$ cat config.mk
export PLATFORM = sky130hd
export DESIGN_NAME = imm_extend_pipe
export DESIGN_NICKNAME = d
export VERILOG_FILES = /design/src/rtl/imm_extend_pipe.sv
export SDC_FILE = /design/constraint.sdc
export NUM_CORES = 1
export LEC_CHECK = 0
export BUFFER_PORTS_ARGS = -buffer_cell sky130_fd_sc_hd__buf_2
export CAP_MARGIN = 10
export CORE_MARGIN = 1
export CORE_UTILIZATION = 40
export DETAILED_ROUTE_END_ITERATION = 8
export GPL_TIMING_DRIVEN = 0
export SYNTH_ARGS = -nofsm -noshare
export SYNTH_HDL_FRONTEND = slang
export SYNTH_SLANG_ARGS = --single-unit
$ cat constraint.sdc
create_clock -name i_clk -period 3.55 [get_ports i_clk]
set_clock_uncertainty 0.05 [all_clocks]
set_input_delay 1.065 -clock i_clk [delete_from_list [all_inputs] [get_ports i_clk]]
set_output_delay 1.065 -clock i_clk [all_outputs]
set_load 0.02 [all_outputs]
$ cat src/rtl/imm_extend_pipe.sv
// ============================================================================
//  Module   : imm_extend_pipe
//  Brief    : Registered RV32/RV64 + RVC immediate generator behind a
//             valid/ready handshake with a one-entry skid buffer.
//  Revision : 1.0
// ============================================================================
`default_nettype none

module imm_extend_pipe #(
    parameter int XLEN   = 32,
    parameter int RVC_EN = 1,
    parameter int TAG_W  = 8
) (
    input  logic             i_clk,
    input  logic             i_rst,
    input  logic             i_valid,
    output logic             o_ready,
    input  logic [31:0]      i_inst,
    input  logic [4:0]       i_immSrc,
    input  logic [TAG_W-1:0] i_tag,
    input  logic             i_flush,
    output logic             o_valid,
    input  logic             i_ready,
    output logic [XLEN-1:0]  o_immExt,
    output logic             o_illegal,
    output logic [TAG_W-1:0] o_tag
);

    logic [63:0]      imm_full;
    logic             dec_illegal;
    logic [XLEN-1:0]  dec_imm;

    logic             skid_valid;
    logic [XLEN-1:0]  skid_imm;
    logic             skid_illegal;
    logic [TAG_W-1:0] skid_tag;

    logic             accept;
    logic             main_free;
    logic             unused_bits;

    // Every format is built at 64 bits and truncated, so sign extension
    // needs no XLEN-dependent replication counts.
    always_comb begin
        imm_full    = 64'd0;
        dec_illegal = 1'b0;
        case (i_immSrc)
            5'd0, 5'd1, 5'd6: imm_full = {{52{i_inst[31]}}, i_inst[31:20]};
            5'd2: imm_full = (XLEN == 64) ? {58'd0, i_inst[25:20]}
                                          : {59'd0, i_inst[24:20]};
            5'd3:  imm_full = {{52{i_inst[31]}}, i_inst[31:25], i_inst[11:7]};
            5'd4:  imm_full = {{32{i_inst[31]}}, i_inst[31:12], 12'd0};
            5'd5:  imm_full = {{51{i_inst[31]}}, i_inst[31], i_inst[7],
                               i_inst[30:25], i_inst[11:8], 1'b0};
            5'd7:  imm_full = {{43{i_inst[31]}}, i_inst[31], i_inst[19:12],
                               i_inst[20], i_inst[30:21], 1'b0};
            5'd8:  imm_full = {{58{i_inst[12]}}, i_inst[12], i_inst[6:2]};
            5'd9:  imm_full = {{46{i_inst[12]}}, i_inst[12], i_inst[6:2], 12'd0};
            5'd10: imm_full = {{54{i_inst[12]}}, i_inst[12], i_inst[4:3],
                               i_inst[5], i_inst[2], i_inst[6], 4'd0};
            5'd11: imm_full = {54'd0, i_inst[10:7], i_inst[12:11],
                               i_inst[5], i_inst[6], 2'd0};
            5'd12: imm_full = {57'd0, i_inst[5], i_inst[12:10], i_inst[6], 2'd0};
            5'd13: imm_full = {56'd0, i_inst[3:2], i_inst[12], i_inst[6:4], 2'd0};
            5'd14: imm_full = {56'd0, i_inst[8:7], i_inst[12:9], 2'd0};
            5'd15: imm_full = {{52{i_inst[12]}}, i_inst[12], i_inst[8],
                               i_inst[10:9], i_inst[6], i_inst[7], i_inst[2],
                               i_inst[11], i_inst[5:3], 1'b0};
            5'd16: imm_full = {{55{i_inst[12]}}, i_inst[12], i_inst[6:5],
                               i_inst[2], i_inst[11:10], i_inst[4:3], 1'b0};
            default: dec_illegal = 1'b1;
        endcase
        if (RVC_EN == 0 && i_immSrc >= 5'd8 && i_immSrc <= 5'd16) begin
            dec_illegal = 1'b1;
        end
        if (dec_illegal) begin
            imm_full = 64'd0;
        end
    end

    assign dec_imm     = imm_full[XLEN-1:0];
    assign unused_bits = ^{i_inst[1:0], imm_full};

    assign accept    = i_valid && o_ready;
    assign main_free = !o_valid || i_ready;

    always_ff @(posedge i_clk or posedge i_rst) begin
        if (i_rst) begin
            o_valid      <= 1'b0;
            o_ready      <= 1'b1;
            o_immExt     <= '0;
            o_illegal    <= 1'b0;
            o_tag        <= '0;
            skid_valid   <= 1'b0;
            skid_imm     <= '0;
            skid_illegal <= 1'b0;
            skid_tag     <= '0;
        end else if (i_flush) begin
            o_valid    <= 1'b0;
            skid_valid <= 1'b0;
            o_ready    <= 1'b1;
        end else if (main_free) begin
            if (skid_valid) begin
                o_valid    <= 1'b1;
                o_immExt   <= skid_imm;
                o_illegal  <= skid_illegal;
                o_tag      <= skid_tag;
                skid_valid <= 1'b0;
                o_ready    <= 1'b1;
            end else if (accept) begin
                o_valid   <= 1'b1;
                o_immExt  <= dec_imm;
                o_illegal <= dec_illegal;
                o_tag     <= i_tag;
            end else begin
                o_valid <= 1'b0;
            end
        end else if (accept) begin
            // Main is stalled; park the new entry so upstream sees a clean stop.
            skid_valid   <= 1'b1;
            skid_imm     <= dec_imm;
            skid_illegal <= dec_illegal;
            skid_tag     <= i_tag;
            o_ready      <= 1'b0;
        end
    end

endmodule

`default_nettype wire

==> results of run 1 <==
layout make-up:
class                           count  area (µm²)
Fill cell                        1085        5510
Multi-Input combinational cell    357        2130
Sequential cell                    85        2130
Timing Repair Buffer               88         463
Clock buffer                       12         256
Buffer                             39         233
Tap cell                          140         175
Inverter                           26         100
Clock inverter                      4        31.3
registers in the layout (all words and copies together) (netlist names):
signal        cells
o_immExt         32
o_illegal         1
skid_illegal      1
o_ready           1
skid_tag          8
o_tag             8
o_valid           1
skid_imm         32
skid_valid        1
worst max path at each step:
| stage | start | endpoint | depth (start not counted) |
|---|---|---|---|
| floorplan | i_rst | o_illegal$_DFFE_PP0P_ | 1 |
| global placement | i_rst | o_immExt[1]$_DFFE_PP0P_ | 2 |
| detailed placement | i_valid | o_immExt[28]$_DFFE_PP0P_ | 7 |
| CTS | i_valid | o_immExt[28]$_DFFE_PP0P_ | 7 |
| global route | i_valid | o_immExt[28]$_DFFE_PP0P_ | 7 |
| finish | i_valid | o_immExt[28]$_DFFE_PP0P_ | 7 |
routing by layer:
| layer | GRT usage, % | routed length [µm] |
|---|---|---|
| met2 | 36.4 | 6150 |
| met1 | 34.2 | 6450 |
| met4 | 9.17 | 263 |
| met5 | 0 | 0 |
| met3 | 5.20 | 910 |
cell usage in the layout, fill, tap and decap left out, types with 4 or more instances in the layout:
cell type  instances
buf_2             98
dfrtp_1           84
nand2_1           81
a21oi_1           75
inv_1             25
o21ai_0           24
nor2_1            17
nand3_1           17
a22oi_1           13
clkbuf_1          12
mux2i_1           12
o211ai_1          11
nor3_1            10
clkbuf_16          9
buf_6              8
nand2b_1           7
a21oi_2            7
and3_1             6
nand3b_1           5
nor2b_1            5
buf_1              5
o21ai_1            5
nor3_2             4
nand4_1            4
a221o_1            4
a211oi_1           4
a22oi_2            4
stage by stage:
step                utilization (%)  cell area, µm²  setup slack, ns  TNS [ns]  hold WS [ns]
floorplan                         -            4590            0.243         0         0.390
global placement               47.2            5200           -0.822    -68.65         0.406
detailed placement             47.4            5230            0.657         0         0.415
CTS                            50.0            5520             1.01         0         0.429
global route                   50.0            5520            0.830         0         0.446
finish                         50.0            5520             1.01         0         0.421
power by group through the flow:
stage	clock network (mW)	registers [mW]	logic (mW)
2_1_floorplan	0	1.36	0.346
3_3_place_gp	0	1.26	0.654
3_5_place_dp	0	1.27	0.667
4_1_cts	0.928	1.25	0.670
5_1_grt	0.966	1.27	0.738
6_report	0.914	1.25	0.665
kinds of logic (layout without fill, tap and decap cells):
family,after synthesis,after routing,share of synthesized area [%]
simple gates,177,177,20.2
compound gates,163,163,22.5
flops,85,85,46.4
buf+inv,65,169,7.20
mux,13,13,2.86
xor+xnor,4,4,0.927
critical path, stage by stage:
cell,delay (ns)
buf_2,0.11
a21oi_1,0.12
nor3_1,0.47
nand2b_1,0.32
nor3_2,0.24
buf_2,0.27
a21oi_1,0.11
==> metrics.yaml, run 1 <==
power_and_ir_drop:
  power_density_mw_per_mm2: 513
  p_sw_share_pct: 32.0
  p_sw_uw: 905
  power.leakage_nw: 2.56
  clockPowerShare_pct: 32.3
  pwr-share-comb_pct: 23.5
  p_total_mw: 2.83
  ir_drop_v: 0.000244
  p_int_mw: 1.92
  p_seq_share_pct: 44.2
floorplanning:
  rows: 38
  ioPinCount: 93
  die_w_um: 109
  core_mm2: 0.0110
  dieHeight_um: 109
  start_util_pct: 41.6
  dieArea_mm2: 0.0119
synth:
  synthCells: 507
  ys_seq_area_share_pct: 46.4
  yosysMostFrequentCell: "dfrtp_1"
  ys_types: 62
  ys_warn_count: 0
  synth_top_area_share_pct: 45.8
  synthTopCellsByCount: "84 x dfrtp_1, 81 x nand2_1, 75 x a21oi_1"
  yosys_most_used_dff: "dfrtp_1"
  synth_area_mm2: 0.00459
  synth-edff-count: 0
  synth_top_cell_by_area: "dfrtp_1"
  synthTopCellsByArea: "dfrtp_1 46%, a21oi_1 8.2%, nand2_1 6.6%"
  syn-num-nets: 557
  synth-seq-cells: 85
  async_flop_share_pct: 100
  avgSynthCellArea_um2: 9.05
drt:
  drc: 0
  drt-initial-drc-count: 291
  drtAntennaViolNets: 0
  vias: 4204
  drt-total-wl_mm: 13.8
  wire_per_inst_um: 18.3
  drt-pass1-iter-count: 5
  viasPerCell: 5.60
global_routing:
  grt_pass1_vias: 4015
  antenna_found_initial: 0
  grt_pass1_wl_mm: 21.7
  grt_util_all_layers_pct: 24.3
  gr-total-overflow: 0
  grt_max_degree: 47
timing:
  relSlewSlack_pct: 49.8
  setup_viol: 0
  period_minus_slack_ns: 2.54
  rsz0062_at_grt: "false"
  slew_viol_final: 0
  max_freq_mhz: 394
  finalCritPeriodShare_pct: 71.6
  worst_pin_slew_ns: 0.746
  finalHoldViolCount: 0
hold_path:
  whs_path_depth: 2
  hold_path_class: "reg2reg"
  min_from: "o_tag[3]$_DFFE_PP0P_"
  hold_end: "o_tag[3]$_DFFE_PP0P_"
critical_path:
  cp.required_ns: 3.72
  crit_path_end_kind: "flip-flop"
  cp_max_fo: 10
  rr_worst_depth: 6
  arrival_ns: 2.71
  crit_type: "in2reg"
  r2r_slack_ns: 1.28
  rr_startpoint: "o_ready$_DFFE_PP1P_"
  worst_setup_path_start_kind: "primary input"
  worstReg2RegEnd: "o_immExt[28]$_DFFE_PP0P_"
placement:
  post-dp-hpwl_mm: 10.3
  globalplace.congestion: 0.970
  portBuffers: 87
  dp_cells: 735
clock_tree:
  cts_resized: 0
  clk-insertion-delay-late_ns: 0.34
  tritoncts: "done"
  postCtsHoldBufs: 0
  cts_buffers: 9
  clk_pin_slew_ns: 0.06
  cts_setup_buffers: 0
  clock_path_buffers: 2
  cts_root_buf: "clkbuf_16"
  htree_levels: 3
  cts.sinks: 85
layout:
  area_growth_pct: 20.2
  antenna_cells: 0
  fin_nets: 656
  final_cells: 751
  drive_above_1_share_pct: 26.0
status:
  status: "completed"
flow_run:
  drv_cap: 0
Power figures use the tool's default switching activity.
==> run 2, diff against run 1 <==
--- a/config.mk
+++ b/config.mk
@@ -5,6 +5,7 @@
 export SDC_FILE = /design/constraint.sdc
 export NUM_CORES = 1
 export LEC_CHECK = 0
+export ABC_AREA = 1
 export BUFFER_PORTS_ARGS = -buffer_cell sky130_fd_sc_hd__buf_2
 export CAP_MARGIN = 10
 export CORE_MARGIN = 1
==> constraint.sdc (replaced) <==
create_clock -name i_clk -period 2.4 [get_ports i_clk]
set_clock_uncertainty 0.05 [all_clocks]
set_input_delay 0.72 -clock i_clk [delete_from_list [all_inputs] [get_ports i_clk]]
set_output_delay 0.72 -clock i_clk [all_outputs]
set_load 0.02 [all_outputs]
==> metrics.yaml, run 2 <==
clock_tree:
  clk_pin_slew_ns: 0.07  # was 0.06 ns
  cts.sinks: 85  # unchanged
  cts_resized: 0  # unchanged
  clock_path_buffers: 2  # unchanged
  clk-insertion-delay-late_ns: 0.35  # was 0.34 ns
  htree_levels: 3  # unchanged
  postCtsHoldBufs: 0  # unchanged
  cts_root_buf: "clkbuf_16"  # unchanged
  tritoncts: "done"  # unchanged
  cts_buffers: 9  # unchanged
  cts_setup_buffers: 0  # unchanged
synth:
  synth_top_cell_by_area: "dfrtp_1"  # unchanged
  syn-num-nets: 849  # was 557
  synth-edff-count: 0  # unchanged
  synthTopCellsByArea: "dfrtp_1 40%, nand2_1 23%, nand3_1 5.9%"  # was dfrtp_1 46%, a21oi_1 8.2%, nand2_1 6.6%
  async_flop_share_pct: 100  # unchanged
  synthCells: 799  # was 507
  yosysMostFrequentCell: "nand2_1"  # was dfrtp_1
  ys_warn_count: 0  # unchanged
  synth_area_mm2: 0.00530  # was 0.00459 mm²
  synth_top_area_share_pct: 39.7  # was 45.8%
  avgSynthCellArea_um2: 6.63  # was 9.05 µm²
  yosys_most_used_dff: "dfrtp_1"  # unchanged
  ys_seq_area_share_pct: 40.1  # was 46.4%
  ys_types: 26  # was 62
  synthTopCellsByCount: "323 x nand2_1, 84 x dfrtp_1, 75 x nor2_1"  # was 84 x dfrtp_1, 81 x nand2_1, 75 x a21oi_1
  synth-seq-cells: 85  # unchanged
timing:
  fin_ws_ns: 0.321  # was 1.01 ns
  max_freq_mhz: 481
  finalCritPeriodShare_pct: 86.6
  rsz0062_at_grt: "false"  # unchanged
  finalSetupTns_ns: 0  # unchanged
  slew_viol_final: 0  # unchanged
  setup_viol: 0  # unchanged
  worst_pin_slew_ns: 0.753  # was 0.746 ns
  period_minus_slack_ns: 2.08
  relSlewSlack_pct: 49.8  # about the same
  finalHoldViolCount: 0  # unchanged
global_routing:
  grt_util_all_layers_pct: 25.3  # was 24.3%
  grt_pass1_wl_mm: 26.0  # was 21.7 mm
  grt_max_degree: 38  # was 47
  antenna_found_initial: 0  # unchanged
  gr-total-overflow: 0  # unchanged
  grt_pass1_vias: 5067  # was 4,015
floorplanning:
  dieArea_mm2: 0.0137  # was 0.0119 mm²
  die_w_um: 117  # was 109 µm
  core_mm2: 0.0128  # was 0.0110 mm²
  dieHeight_um: 117  # was 109 µm
  rows: 41  # was 38
  ioPinCount: 93  # unchanged
  start_util_pct: 41.5  # was 41.6%
layout:
  antenna_cells: 0  # unchanged
  fin_nets: 951  # was 656
  area_growth_pct: 19.2  # was 20.2%
  layout_commonest_cell: "nand2_1"  # was buf_2
  final_cells: 1078  # was 751
  final_cell_mix: "323 x nand2_1, 101 x buf_2, 84 x dfrtp_1, 75 x nor2_1, 63 x nand3_1"  # was 98 x buf_2, 84 x dfrtp_1, 81 x nand2_1, 75 x a21oi_1, 25 x inv_1
  top_regs: "o_immExt: 32 flops, skid_imm: 32 flops"  # unchanged
  multiInputGateArea_mm2: 0.00270  # was 0.00213 mm²
  drive_above_1_share_pct: 18.1  # was 26.0%
  fin_util_pct: 49.5  # was 50.0%
  fillerInstances: 1330  # was 1,085
  ff_latch_area_mm2: 0.00213  # unchanged
critical_path:
  worst_setup_path_start_kind: "flip-flop"  # was primary input
  crit_path_end_kind: "flip-flop"  # unchanged
  arrival_ns: 2.28  # was 2.71 ns
  cp_max_fo: 10  # unchanged
  crit_type: "reg2reg"  # was in2reg
  rr_worst_depth: 7  # was 6
  cp.required_ns: 2.60  # was 3.72 ns
power_and_ir_drop:
  power_density_mw_per_mm2: 691  # was 513 mW/mm²
  ir_drop_v: 0.000342  # was 0.000244 V
  p_total_mw: 4.36  # was 2.83 mW
  power.leakage_nw: 3.72  # was 2.56 nW
drt:
  wire_per_inst_um: 14.9  # was 18.3 µm
  viasPerCell: 5.02  # was 5.60
  drt-initial-drc-count: 356  # was 291
  drtAntennaViolNets: 0  # unchanged
  drt-pass1-iter-count: 7  # was 5
  drc: 0  # unchanged
  vias: 5408  # was 4,204
  drt-total-wl_mm: 16.1  # was 13.8 mm
placement:
  dp_slack_ns: -0.0303  # was 0.657 ns
  post-dp-hpwl_mm: 12.1  # was 10.3 mm
  dp_cells: 1062  # was 735
  portBuffers: 89  # was 87
  globalplace.congestion: 0.953  # was 0.970
hold_path:
  hold_path_class: "in2async"  # was reg2reg
status:
  status: "completed"  # unchanged
flow_run:
  drv_cap: 0  # unchanged
run 2: changes by cell type after synthesis, sizes merged, moves of 31 or more:
cell	delta
nand3	+50
nand4	+31
a21oi	-56
inv	+34
nand2	+252
nor2	+68
run 2: report_power, final:
group          switching [mW]  internal (mW)  total, mW
sequential              0.125           1.73       1.86
clock                   0.662          0.833       1.50
combinational           0.668          0.345       1.01
run 2: cell families after synthesis:
logic type / synth area share [%]
AND/OR/NAND/NOR: 42.8
AO/OA/AOI/OAI: 8.10
buffers and inverters: 8.92
flip-flops: 40.1
run 2: layout make-up:
class                   count  area share, %
inverters                  60           3.62
repair buffers             91           7.68
flip-flops and latches     85           33.7
multi-input cells         608           42.7
plain buffers              46           3.92
clock inverters             7           1.37
clock buffers               9           3.57
well taps                 172           3.41
run 2: critical path: stages (launching register included):
cell and delay, ns:
dfrtp_1 0.35, buf_2 0.16, inv_1 0.12, clkbuf_1 0.39, clkbuf_1 0.51, nand4_1 0.20, nand2_1 0.13, nand2_1 0.05
run 2: metal layers:
layer	track usage, %	share of wire [%]	up-vias
met5	0	0	-
met4	11.6	2.7	0
met3	3.66	4.5	26
met2	39.7	44	159
met1	34.6	48	2473
li1	-	-	2750
run 2: final timing paths:
path | to | from | slack (ns)
worst max-delay path | o_immExt[7]$_DFFE_PP0P_ | skid_valid$_DFFE_PP0P_ | 0.32
max in group asynchronous | o_immExt[2]$_DFFE_PP0P_ | i_rst | 1.25
worst max register to register | o_immExt[7]$_DFFE_PP0P_ | skid_valid$_DFFE_PP0P_ | 0.32
worst min register to register | o_immExt[0]$_DFFE_PP0P_ | o_immExt[0]$_DFFE_PP0P_ | 0.42
min in group i_clk | o_immExt[0]$_DFFE_PP0P_ | o_immExt[0]$_DFFE_PP0P_ | 0.42
worst min-delay path | o_immExt[25]$_DFFE_PP0P_ | i_rst | 0.30
run 2: stage by stage:
stage	hold slack (ns)	cell area (µm²)
final	0.295	6320
after global routing	0.312	6320
after CTS	0.299	6320
after detailed placement	0.410	6010
after global placement	0.409	5970
after floorplan	0.394	5310
